**config.mk**
```make
export PLATFORM = sky130hd
export DESIGN_NAME = kmeans_assign_ctrl
export DESIGN_NICKNAME = d
export VERILOG_FILES = /design/src/rtl/kmeans_pkg.sv /design/src/rtl/kmeans_change_counter.sv /design/src/rtl/kmeans_assign_ctrl.sv
export SDC_FILE = /design/constraint.sdc
export NUM_CORES = 1
export LEC_CHECK = 0
export CAP_MARGIN = 5
export CORE_MARGIN = 2
export CORE_UTILIZATION = 39
export DETAILED_ROUTE_END_ITERATION = 16
export GPL_TIMING_DRIVEN = 0
export HOLD_SLACK_MARGIN = 0.15
export MAX_ROUTING_LAYER = met4
export PLACE_DENSITY = 0.77
export SLEW_MARGIN = 20
export SYNTH_ARGS = -nofsm -noshare
export SYNTH_HDL_FRONTEND = slang
export SYNTH_SLANG_ARGS = --single-unit
export TNS_END_PERCENT = 50
```
**constraint.sdc**
```tcl
create_clock -name clk -period 2.5 [get_ports clk]
set_input_delay 0.25 -clock clk [delete_from_list [all_inputs] [get_ports clk]]
set_output_delay 0.25 -clock clk [all_outputs]
set_load 0.02 [all_outputs]
```
**src/rtl/kmeans_pkg.sv**
```systemverilog
// Shared k-means definitions: sequencer state encoding and width helpers used by
// the assignment controller, distance unit and centroid-update block.
package kmeans_pkg;

  typedef enum logic [2:0] {
    ST_IDLE = 3'd0,
    ST_RD   = 3'd1,
    ST_LD   = 3'd2,
    ST_WR   = 3'd3,
    ST_FIN  = 3'd4
  } kmeans_state_e;

  localparam int K_DEF    = 8;
  localparam int D_DEF    = 4;
  localparam int W_DEF    = 8;
  localparam int NMAX_DEF = 1024;

  // Width of a cluster label; a single cluster still needs one bit of port.
  function automatic int lbl_width(input int k);
    return (k > 1) ? $clog2(k) : 1;
  endfunction

  function automatic int addr_width(input int nmax);
    return (nmax > 1) ? $clog2(nmax) : 1;
  endfunction

endpackage

```
**src/rtl/kmeans_change_counter.sv**
```systemverilog
// Counts labels that differ from the previous pass; saturating at NMAX.
// Only instantiated when KMEANS_CHANGE_CNT_EN is defined.
module kmeans_change_counter
  import kmeans_pkg::*;
#(
  parameter int LW   = lbl_width(K_DEF),
  parameter int AW   = addr_width(NMAX_DEF),
  parameter int NMAX = NMAX_DEF
) (
  input  logic          clk,
  input  logic          rst,
  input  logic          clr_i,
  input  logic          cap_i,
  input  logic [LW-1:0] prev_i,
  input  logic          cmp_i,
  input  logic [LW-1:0] new_i,
  output logic [AW:0]   cnt_o
);

  logic [LW-1:0] prev_q;
  logic [AW:0]   cnt_q;

  always_ff @(posedge clk or posedge rst) begin
    if (rst) begin
      prev_q <= '0;
      cnt_q  <= '0;
    end else begin
      if (cap_i) prev_q <= prev_i;
      if (clr_i) begin
        cnt_q <= '0;
      end else if (cmp_i && (new_i != prev_q) && (cnt_q != (AW+1)'(NMAX))) begin
        cnt_q <= cnt_q + (AW+1)'(1);
      end
    end
  end

  assign cnt_o = cnt_q;

endmodule

```
**src/rtl/kmeans_assign_ctrl.sv**
```systemverilog
// k-means assignment sequencer: point read -> distance unit -> label write, 3 cycles/point.
// Optional label-change counting is enabled with the KMEANS_CHANGE_CNT_EN macro.
module kmeans_assign_ctrl
  import kmeans_pkg::*;
#(
  parameter  int K    = K_DEF,
  parameter  int D    = D_DEF,
  parameter  int W    = W_DEF,
  parameter  int NMAX = NMAX_DEF,
  localparam int LW   = lbl_width(K),
  localparam int AW   = addr_width(NMAX),
  localparam int PW   = D * W
) (
  input  logic          clk,
  input  logic          rst,
  input  logic          start,
  input  logic [AW:0]   n_points,
  output logic          busy,
  output logic          done,
  output logic          pt_rd_en,
  output logic [AW-1:0] pt_rd_addr,
  input  logic [PW-1:0] pt_rd_data,
  output logic [PW-1:0] du_point_flat,
  input  logic [LW-1:0] du_min_cluster,
  output logic          lbl_wr_en,
  output logic [AW-1:0] lbl_wr_addr,
  output logic [LW-1:0] lbl_wr_data,
  output logic          lbl_rd_en,
  input  logic [LW-1:0] lbl_rd_data,
  output logic [AW:0]   changed_cnt
);

  kmeans_state_e state_q;
  logic [AW:0]   n_q;
  logic [AW-1:0] idx_q;
  logic [PW-1:0] point_q;
  logic          busy_q;
  logic          done_q;
  logic          pt_rd_en_q;
  logic          lbl_wr_en_q;

  logic accept;
  logic last_pt;

  assign accept  = (state_q == ST_IDLE) && start;
  assign last_pt = ({1'b0, idx_q} == (n_q - (AW+1)'(1)));

  // Outputs are registered alongside the state: each strobe is set on the edge
  // that enters the state owning it, so it is high for exactly that state.
  always_ff @(posedge clk or posedge rst) begin
    if (rst) begin
      state_q     <= ST_IDLE;
      n_q         <= '0;
      idx_q       <= '0;
      point_q     <= '0;
      busy_q      <= 1'b0;
      done_q      <= 1'b0;
      pt_rd_en_q  <= 1'b0;
      lbl_wr_en_q <= 1'b0;
    end else begin
      // NOTE: non-blocking assignments keep every register sampling pre-edge values.
      done_q      <= 1'b0;
      pt_rd_en_q  <= 1'b0;
      lbl_wr_en_q <= 1'b0;
      unique case (state_q)
        ST_IDLE: begin
          if (start) begin
            n_q    <= n_points;
            idx_q  <= '0;
            busy_q <= 1'b1;
            if (n_points == '0) begin
              state_q <= ST_FIN;
              done_q  <= 1'b1;
            end else begin
              state_q    <= ST_RD;
              pt_rd_en_q <= 1'b1;
            end
          end
        end
        ST_RD: state_q <= ST_LD;
        ST_LD: begin
          point_q     <= pt_rd_data;
          state_q     <= ST_WR;
          lbl_wr_en_q <= 1'b1;
        end
        ST_WR: begin
          if (last_pt) begin
            state_q <= ST_FIN;
            done_q  <= 1'b1;
          end else begin
            idx_q      <= idx_q + AW'(1);
            state_q    <= ST_RD;
            pt_rd_en_q <= 1'b1;
          end
        end
        ST_FIN: begin
          state_q <= ST_IDLE;
          busy_q  <= 1'b0;
        end
        default: state_q <= ST_IDLE;
      endcase
    end
  end

  assign busy          = busy_q;
  assign done          = done_q;
  assign pt_rd_en      = pt_rd_en_q;
  assign pt_rd_addr    = idx_q;
  assign du_point_flat = point_q;
  assign lbl_wr_en     = lbl_wr_en_q;
  assign lbl_wr_addr   = idx_q;
  // The winner is only valid once du_point_flat is loaded, i.e. in WR itself.
  assign lbl_wr_data   = lbl_wr_en_q ? du_min_cluster : '0;

`ifdef KMEANS_CHANGE_CNT_EN
  // Previous label shares the point read strobe and address.
  assign lbl_rd_en = pt_rd_en_q;

  kmeans_change_counter #(
    .LW   (LW),
    .AW   (AW),
    .NMAX (NMAX)
  ) u_change_counter (
    .clk    (clk),
    .rst    (rst),
    .clr_i  (accept),
    .cap_i  (state_q == ST_LD),
    .prev_i (lbl_rd_data),
    .cmp_i  (state_q == ST_WR),
    .new_i  (du_min_cluster),
    .cnt_o  (changed_cnt)
  );
`else
  logic unused_lbl_rd;
  assign unused_lbl_rd = ^{lbl_rd_data, accept};
  assign lbl_rd_en     = 1'b0;
  assign changed_cnt   = '0;
`endif

endmodule

```
==> flow_summary.json, run 1 <==
{
  "synth_cell_types": 38,
  "clock-skew-final_ns": 0.01004,
  "min_period_ns": 2.602,
  "grt_max_degree": 55,
  "ant_nets": 0,
  "relSlewSlack_pct": 45.73,
  "drt_first_pass_iters": 4,
  "crit_fanout": 4,
  "synth_top_area_share_pct": 51.50,
  "io_pins": 123,
  "clk_path_buf_depth": 2,
  "cpLargestDelayFamily": "simple AND/OR/NAND/NOR gates",
  "crit_arrival_ns": 2.87,
  "regArea_mm2": 0.001501,
  "dpl_worst_slack_ns": -0.1168,
  "antennaDiodeCount": 0,
  "fin_area_mm2": 0.004538,
  "place_congestion": 0.8592,
  "drt-total-wl_mm": 7.638,
  "start_util_pct": 40.19,
  "rows": 31,
  "wl_per_cell_um": 14.83,
  "fill_cells": 613,
  "netlist_instances": 271,
  "grt_pass1_wl_mm": 11.98,
  "hp-class": "in -> reg",
  "die_area_mm2": 0.008183,
  "yosys-top-cells-count": "dfrtp_1, nand2_1, mux2_2",
  "async_flop_share_pct": 100.0,
  "worst_pin_slew_ns": 0.8123,
  "violations": "setup timing",
  "period_share_pct": 104.1,
  "yosysTopAreaCell": "dfrtp_1",
  "slew_viol_final": 0,
  "clkTransAtPathRegs_ns": 0.07,
  "portBuffers": 107,
  "synth-seq-cells": 60,
  "multi_input_area_mm2": 0.001304,
  "cp_num_buf_inv": 1,
  "synth_area_leaders": "dfrtp_1, mux2_2, buf_4",
  "cp.depth": 8,
  "synth-main-ff-cell": "dfrtp_1",
  "clock-root-buffer": "clkbuf_8",
  "maxCapViolCount": 0,
  "start_kind": "flip-flop",
  "vias": 2500,
  "coreArea_mm2": 0.007253,
  "clk_latency_ns": 0.34,
  "power_density_mw_per_mm2": 1204,
  "peakVddDrop_mv": 0.7256,
  "synth-seq-area-share_pct": 51.50,
  "yosys_warnings": 0,
  "grt_pass1_vias": 2564,
  "end_kind": "flip-flop",
  "fin_ws_ns": -0.1017,
  "synth_edf_count": 0,
  "avgSynthCellArea_um2": 10.76,
  "critPathSlowestCell": "or4_4",
  "r2r_cells": 8,
  "required_ns": 2.76,
  "drive_gt1_share_pct": 24.52,
  "final-setup-viol-count": 4,
  "whs_path_depth": 3,
  "post-route-drc-count": 0,
  "numCtsBuffers": 9,
  "nets": 465,
  "cts_max_level": 3,
  "rsz0062_at_grt": "true",
  "worstPathCellList": "or4_4, or4b_4, nand3_2, a211oi_2, and4_4, buf_6, or4_4, a21oi_2",
  "power.leakage_uw": 0.001958,
  "cts_tree": "built",
  "die_w_um": 90.46,
  "drt_iter0_drc": 120,
  "die_h_um": 90.46,
  "finalNonFillerCells": 515,
  "placed_area_mm2": 0.004187,
  "routed_via_density": 4.854,
  "whs_ns": 0.4739,
  "criticalPathCategory": "reg -> reg",
  "antenna_found_initial": 0,
  "path_common_cell": "or4_4",
  "cpPeakStageDelay_ns": 0.55,
  "outcome": "finished, violations left",
  "syn_area_mm2": 0.002915,
  "track_usage_pct": 18.98,
  "synth_most_common_cell": "dfrtp_1",
  "grt_overflow": 0,
  "cts.sinks": 60,
  "area_delta_synth_final_pct": 55.67,
  "fmax_mhz": 384.4,
  "final_hold_viol_count": 0,
  "hpwl_mm": 5.349,
  "dpl.cell_count": 489
}
sequential cells by signal (all words and copies together) (netlist names):
name	flops
du_point_flat	32
n_q	11
lbl_wr_addr	10
state_q	3
busy	1
done	1
lbl_wr_en	1
pt_rd_en	1
where the power goes:
| part | internal [uW] | switching [uW] | total [uW] | leakage (uW) |
|---|---|---|---|---|
| sequential | 1400 | 356 | 1760 | 0.000733 |
| combinational | 1550 | 1370 | 2920 | 0.00113 |
| clock | 384 | 401 | 785 | 0.0000920 |
| total | 3330 | 2130 | 5460 | 0.00196 |
placed cells by master, fill, tap and decap left out, types with 3 or more instances in the layout:
cell	n
nor2_1	7
xor2_1	7
o21ai_0	12
nor3_1	4
or4_4	3
o31ai_1	4
nand2_1	37
and2_1	3
clkbuf_1	9
clkinv_2	3
buf_4	28
clkdlybuf4s50_1	107
o211ai_1	3
conb_1	12
and3_1	4
mux2_2	32
xnor2_1	6
dfrtp_1	60
nand4_1	4
or3_1	4
inv_1	3
a21oi_1	9
buf_6	4
clkbuf_8	10
worst paths after layout:
path                                               start                            end  slack (ns)
max reg2reg                           n_q[6]$_DFFE_PP0P_     lbl_wr_addr[8]$_DFFE_PP0P_       -0.10
min in group asynchronous                            rst            lbl_wr_en$_DFF_PP0_        0.78
max in group asynchronous                            rst     lbl_wr_addr[4]$_DFFE_PP0P_        1.22
min reg2reg                du_point_flat[18]$_DFFE_PP0P_  du_point_flat[18]$_DFFE_PP0P_        0.51
max                                   n_q[6]$_DFFE_PP0P_     lbl_wr_addr[8]$_DFFE_PP0P_       -0.10
min                                          n_points[5]             n_q[5]$_DFFE_PP0P_        0.47
logic make-up after synthesis:
logic type      Yosys count  synth area share [%]
compound gates           37                 7.468
fa+ha+maj                 2                0.8582
xor+xnor                 14                 4.206
mux                      35                 13.43
flops                    60                 51.50
other cells               1                0.1286
buf+inv                  40                 8.283
simple gates             82                 14.12
worst min-delay path, delay by kind of cell:
| family | cells | cell delay [ns] |
|---|---|---|
| buffers and inverters | 1 | 0.42 |
| AND/OR/NAND/NOR | 2 | 0.12 |
final cells by class:
class / instances / share of cell area, %
well taps: 99 / 2.730
flip-flops and latches: 60 / 33.09
repair buffers: 118 / 26.03
clock inverters: 6 / 0.8823
multi-input cells: 182 / 28.73
inverters: 6 / 0.5514
plain buffers: 34 / 4.963
clock buffers: 10 / 3.033
per-stage QoR:
step / utilization, % / setup TNS, ns / power, uW
floorplan: - / 0 / 3320
global placement: 57.31 / -17.76 / 4363
global route: 62.57 / -1.361 / 5789
detailed placement: 57.72 / -0.7009 / 4450
CTS: 60.76 / -0.1176 / 5319
finish: 62.57 / -0.1783 / 5462
layer usage:
layer	vias up	track usage, %	wire length (um)
li1	1184	-	-
met1	1190	21.72	3163
met2	112	30.41	3706
met3	14	5.342	605
met4	0	9.872	163
met5	-	-	0
what timing repair did:
| action | in CTS | in global routing |
|---|---|---|
| setup endpoints to repair | 11 | 13 |
| hold buffers | 1 | 0 |
| hold endpoints to repair | 6 | 0 |
| gates cloned | 0 | 2 |
| gates resized for setup | 2 | 25 |
| setup buffers | 3 | 4 |
| pin swaps | 0 | 6 |
Power figures use the tool's default switching activity.
==> run 2: changes to the inputs <==
- CORE_UTILIZATION: 39 -> 46
- PLACE_DENSITY: 0.77 -> not set
- PLACE_DENSITY_LB_ADDON: not set -> 0.1
- clock period: 2.5 -> 3.1 ns (I/O delays scaled with it)
==> flow_summary.json, run 2 (same netlist as run 1, synthesis figures left out) <==
{
  "ant_nets": 0,
  "clk_path_buf_depth": 2,
  "crit_fanout": 10,
  "power_density_mw_per_mm2": 954.1,
  "fill_cells": 519,
  "placed_area_mm2": 0.004146,
  "p_int_uw": 2544,
  "drt_first_pass_iters": 4,
  "power.leakage_uw": 0.001868,
  "final-setup-viol-count": 0,
  "required_ns": 3.35,
  "end_kind": "flip-flop",
  "area_delta_synth_final_pct": 47.81,
  "switching_share_pct": 38.12,
  "rsz0062_at_grt": "false",
  "track_usage_pct": 20.41,
  "io_pins": 123,
  "clock-skew-final_ns": 0.009604,
  "drive_gt1_share_pct": 19.01,
  "fin_ws_ns": 0.3975,
  "worstPathCellList": "inv_1, ha_1, nor3b_2, xnor2_1, mux2_2, a211oi_1, and4_1, buf_6, buf_2, o21ai_0, a21oi_1",
  "final_hold_viol_count": 0,
  "outcome": "finished clean",
  "switching_power_uw": 1567,
  "clock-root-buffer": "clkbuf_8",
  "regArea_mm2": 0.001501,
  "hp-class": "in -> async",
  "wl_per_cell_um": 13.79,
  "slew_viol_final": 0,
  "rows": 29,
  "multi_input_area_mm2": 0.001219,
  "fmax_mhz": 370.0,
  "die_area_mm2": 0.006991,
  "clockPowerShare_pct": 14.0,
  "dpl_worst_slack_ns": 0.1639,
  "hpwl_mm": 4.882,
  "min_period_ns": 2.702,
  "nets": 455,
  "crit_arrival_ns": 2.95,
  "cts_hold_buf": 0,
  "routed_via_density": 4.923,
  "finalPower_uw": 4111,
  "drt-total-wl_mm": 6.645,
  "numCtsBuffers": 9,
  "start_util_pct": 46.71,
  "grt_overflow": 0,
  "antennaDiodeCount": 0,
  "antenna_found_initial": 0,
  "p_comb_share_pct": 51.9,
  "maxCapViolCount": 0,
  "final_cell_mix": "clkdlybuf4s50_1, dfrtp_1, nand2_1, mux2_2, buf_4",
  "critPathSlowestCell": "dfrtp_1",
  "drt_iter0_drc": 96,
  "coreArea_mm2": 0.006241,
  "vias": 2373,
  "cp_num_buf_inv": 3,
  "cpPeakStageDelay_ns": 0.41,
  "portBuffers": 107,
  "worst_pin_slew_ns": 0.6940,
  "peakVddDrop_mv": 0.6485,
  "clkTransAtPathRegs_ns": 0.07,
  "clk_latency_ns": 0.33,
  "fin_area_mm2": 0.004309,
  "setup_tns_ns": 0,
  "die_h_um": 83.61,
  "grt_max_degree": 32,
  "start_kind": "flip-flop",
  "place_congestion": 0.8710,
  "period_share_pct": 87.18,
  "r2r_slack_ns": 0.40,
  "cts_max_level": 3,
  "die_w_um": 83.61,
  "post-route-drc-count": 0,
  "grt_pass1_wl_mm": 11.06,
  "grt_pass1_vias": 2373,
  "p_seq_share_pct": 34.1,
  "relSlewSlack_pct": 53.38,
  "largest_reg_flops": 32,
  "layout_commonest_cell": "clkdlybuf4s50_1",
  "cts.sinks": 60,
  "cpLargestDelayFamily": "simple AND/OR/NAND/NOR gates",
  "finish.utilization_pct": 69.05,
  "criticalPathCategory": "reg -> reg",
  "cts_tree": "built"
}
-- run 2: routing by layer --
| metal | vias up | routed length [um] | global-route usage [%] |
|---|---|---|---|
| met5 | - | 0 | - |
| met4 | 0 | 75 | 6.598 |
| met3 | 6 | 481 | 6.627 |
| met2 | 83 | 3224 | 32.73 |
| met1 | 1115 | 2864 | 24.58 |
| li1 | 1169 | - | - |
-- run 2: metrics by stage --
stage / hold WS (ns) / cells
after floorplan: 0.4154 / 282
after global placement: 0.4892 / 466
after detailed placement: 0.4954 / 467
after CTS: 0.3254 / 482
final: 0.3166 / 482
after global routing: 0.3417 / 482
-- run 2: power groups by stage --
stage	logic [uW]	clock network [uW]	registers, uW
2_1_floorplan	987	0	1690
3_3_place_gp	2100	0	1390
3_5_place_dp	2130	0	1410
4_1_cts	2150	596	1400
5_1_grt	2300	631	1450
6_report	2130	576	1400
-- run 2: timing repair --
action / 4_1_cts / 5_1_grt
gates resized for setup: 0 / 1
buffers inserted: 0 / 0
endpoints found under the setup margin: 0 / 4
-- run 2: area by class of cell --
cell class / instances / area share (%)
clock buffer: 10 / 2.962
timing repair buffer: 108 / 25.32
sequential: 60 / 34.84
clock inverter: 5 / 0.6969
multi-input combinational: 182 / 28.28
tap: 77 / 2.236
buffer: 34 / 5.081
inverter: 6 / 0.5807
-- run 2: final timing paths --
check                                              start                             to  cells past startpoint
min in group clk           du_point_flat[29]$_DFFE_PP0P_  du_point_flat[29]$_DFFE_PP0P_                      1
min                                                  rst   du_point_flat[7]$_DFFE_PP0P_                      2
max reg2reg                           n_q[0]$_DFFE_PP0P_     lbl_wr_addr[5]$_DFFE_PP0P_                     11
max in group asynchronous                            rst  du_point_flat[27]$_DFFE_PP0P_                      3
max                                   n_q[0]$_DFFE_PP0P_     lbl_wr_addr[5]$_DFFE_PP0P_                     11
min reg2reg                du_point_flat[29]$_DFFE_PP0P_  du_point_flat[29]$_DFFE_PP0P_                      1
==> run 3: changes to the inputs <==
==> constraint.sdc (replaced) <==
create_clock -name clk -period 3.17 [get_ports clk]
set_input_delay 0.317 -clock clk [delete_from_list [all_inputs] [get_ports clk]]
set_output_delay 0.317 -clock clk [all_outputs]
set_load 0.005 [all_outputs]
==> flow_summary.json, run 3 (same netlist as run 1, synthesis figures left out) <==
{
  "outcome": "finished clean",
  "wl_per_cell_um": 13.76,
  "nets": 455,
  "die_w_um": 83.61,
  "crit_fanout": 10,
  "min_period_ns": 2.952,
  "rows": 29,
  "crit_arrival_ns": 3.20,
  "clk_latency_ns": 0.33,
  "switching_power_uw": 1179,
  "p_comb_share_pct": 47.2,
  "drt_first_pass_iters": 4,
  "numCtsBuffers": 9,
  "drt-total-wl_mm": 6.633,
  "hp-class": "in -> async",
  "die_area_mm2": 0.006991,
  "vias": 2376,
  "required_ns": 3.42,
  "antennaDiodeCount": 0,
  "switching_share_pct": 32.25,
  "fill_cells": 520,
  "period_share_pct": 93.12,
  "antenna_found_initial": 0,
  "grt_max_degree": 32,
  "coreArea_mm2": 0.006241,
  "post-route-drc-count": 0,
  "setup_tns_ns": 0,
  "cts_tree": "built",
  "worst_pin_slew_ns": 0.6940,
  "cts_hold_buf": 0,
  "finalNonFillerCells": 482,
  "final_hold_viol_count": 0,
  "power_density_mw_per_mm2": 849.8,
  "power.leakage_uw": 0.001865,
  "whs_ns": 0.3259,
  "rsz0062_at_grt": "false",
  "end_kind": "flip-flop",
  "clockPowerShare_pct": 15.4,
  "fin_area_mm2": 0.004304,
  "start_kind": "flip-flop",
  "p_seq_share_pct": 37.5,
  "largest_reg_flops": 32,
  "track_usage_pct": 20.41,
  "portBuffers": 107,
  "placed_area_mm2": 0.004146,
  "grt_pass1_wl_mm": 11.06,
  "cts_max_level": 3,
  "routed_via_density": 4.929,
  "clk_path_buf_depth": 2,
  "io_pins": 123,
  "relSlewSlack_pct": 53.38,
  "fmax_mhz": 338.8,
  "layout_commonest_cell": "clkdlybuf4s50_1",
  "grt_pass1_vias": 2373,
  "start_util_pct": 46.71,
  "drt_iter0_drc": 97,
  "place_congestion": 0.8710,
  "hpwl_mm": 4.882,
  "cts.sinks": 60,
  "die_h_um": 83.61,
  "final_cell_mix": "clkdlybuf4s50_1, dfrtp_1, nand2_1, mux2_2, buf_4",
  "clock-root-buffer": "clkbuf_8",
  "slew_viol_final": 0,
  "cts_setup_buffers": 0,
  "finish.utilization_pct": 68.97,
  "grt_overflow": 0,
  "area_delta_synth_final_pct": 47.64,
  "clkTransAtPathRegs_ns": 0.07,
  "dpl.cell_count": 467,
  "peakVddDrop_mv": 0.5292,
  "criticalPathCategory": "reg -> reg",
  "final-setup-viol-count": 0,
  "maxCapViolCount": 0,
  "drive_gt1_share_pct": 18.77,
  "clock-skew-final_ns": 0.008795,
  "p_int_uw": 2478,
  "post_cts_resized": 0,
  "ant_nets": 0
}
run 3: cell types whose count changed in the layout (fill, tap and decap cells not counted):
cell / change
nor3b_2: -1
nor3b_1: +1
run 3: power groups by stage:
| stage | sequential (uW) | combinational, uW | clock (uW) |
|---|---|---|---|
| after CTS | 1370 | 1740 | 582 |
| after detailed placement | 1380 | 1730 | 0 |
| final | 1370 | 1730 | 562 |
| after global placement | 1360 | 1700 | 0 |
| after global routing | 1420 | 1890 | 617 |
| after floorplan | 1360 | 909 | 0 |
run 3: layout make-up:
type | count | area (um^2) | share of cell area (%)
multi-input cells | 182 | 1214 | 28.20
well taps | 77 | 96.34 | 2.238
inverters | 6 | 25.02 | 0.5814
clock buffers | 10 | 127.6 | 2.965
repair buffers | 108 | 1091 | 25.35
flip-flops and latches | 60 | 1501 | 34.88
plain buffers | 34 | 219.0 | 5.087
clock inverters | 5 | 30.03 | 0.6977
run 3: routing by layer:
layer  track usage [%]  up-vias  part of all wire [%]  wire, um
li1                  -     1170                     -         -
met1             24.58     1122                    43      2855
met2             32.73       78                    49      3232
met3             6.627        6                   7.1       469
met4             6.598        0                   1.1        75
met5                 -        -                     0         0
run 3: worst paths after layout:
| check | slack, ns | endpoint | cells after the start | from |
|---|---|---|---|---|
| setup / recovery | 0.22 | lbl_wr_addr[5]$_DFFE_PP0P_ | 11 | n_q[0]$_DFFE_PP0P_ |
| hold / removal | 0.33 | du_point_flat[7]$_DFFE_PP0P_ | 2 | rst |
| setup reg to reg | 0.22 | lbl_wr_addr[5]$_DFFE_PP0P_ | 11 | n_q[0]$_DFFE_PP0P_ |
| hold reg to reg | 0.50 | du_point_flat[29]$_DFFE_PP0P_ | 1 | du_point_flat[29]$_DFFE_PP0P_ |
| max in group asynchronous | 2.35 | du_point_flat[27]$_DFFE_PP0P_ | 3 | rst |
| min in group clk | 0.50 | du_point_flat[29]$_DFFE_PP0P_ | 1 | du_point_flat[29]$_DFFE_PP0P_ |
run 3: critical path: stages (launching register included):
cell,delay [ns]
dfrtp_1,0.41
inv_1,0.11
ha_1,0.18
nor3b_1,0.57
xnor2_1,0.20
mux2_2,0.35
a211oi_1,0.19
and4_1,0.22
buf_6,0.14
buf_2,0.21
o21ai_0,0.12
a21oi_1,0.16
run 3: stage by stage:
stage          worst slack, ns  power, uW
6_report                0.2181       3658
5_1_grt                0.03360       3930
4_1_cts                 0.2341       3697
3_5_place_dp            0.2339       3110
3_3_place_gp            0.2560       3065
2_1_floorplan           0.5826       2265
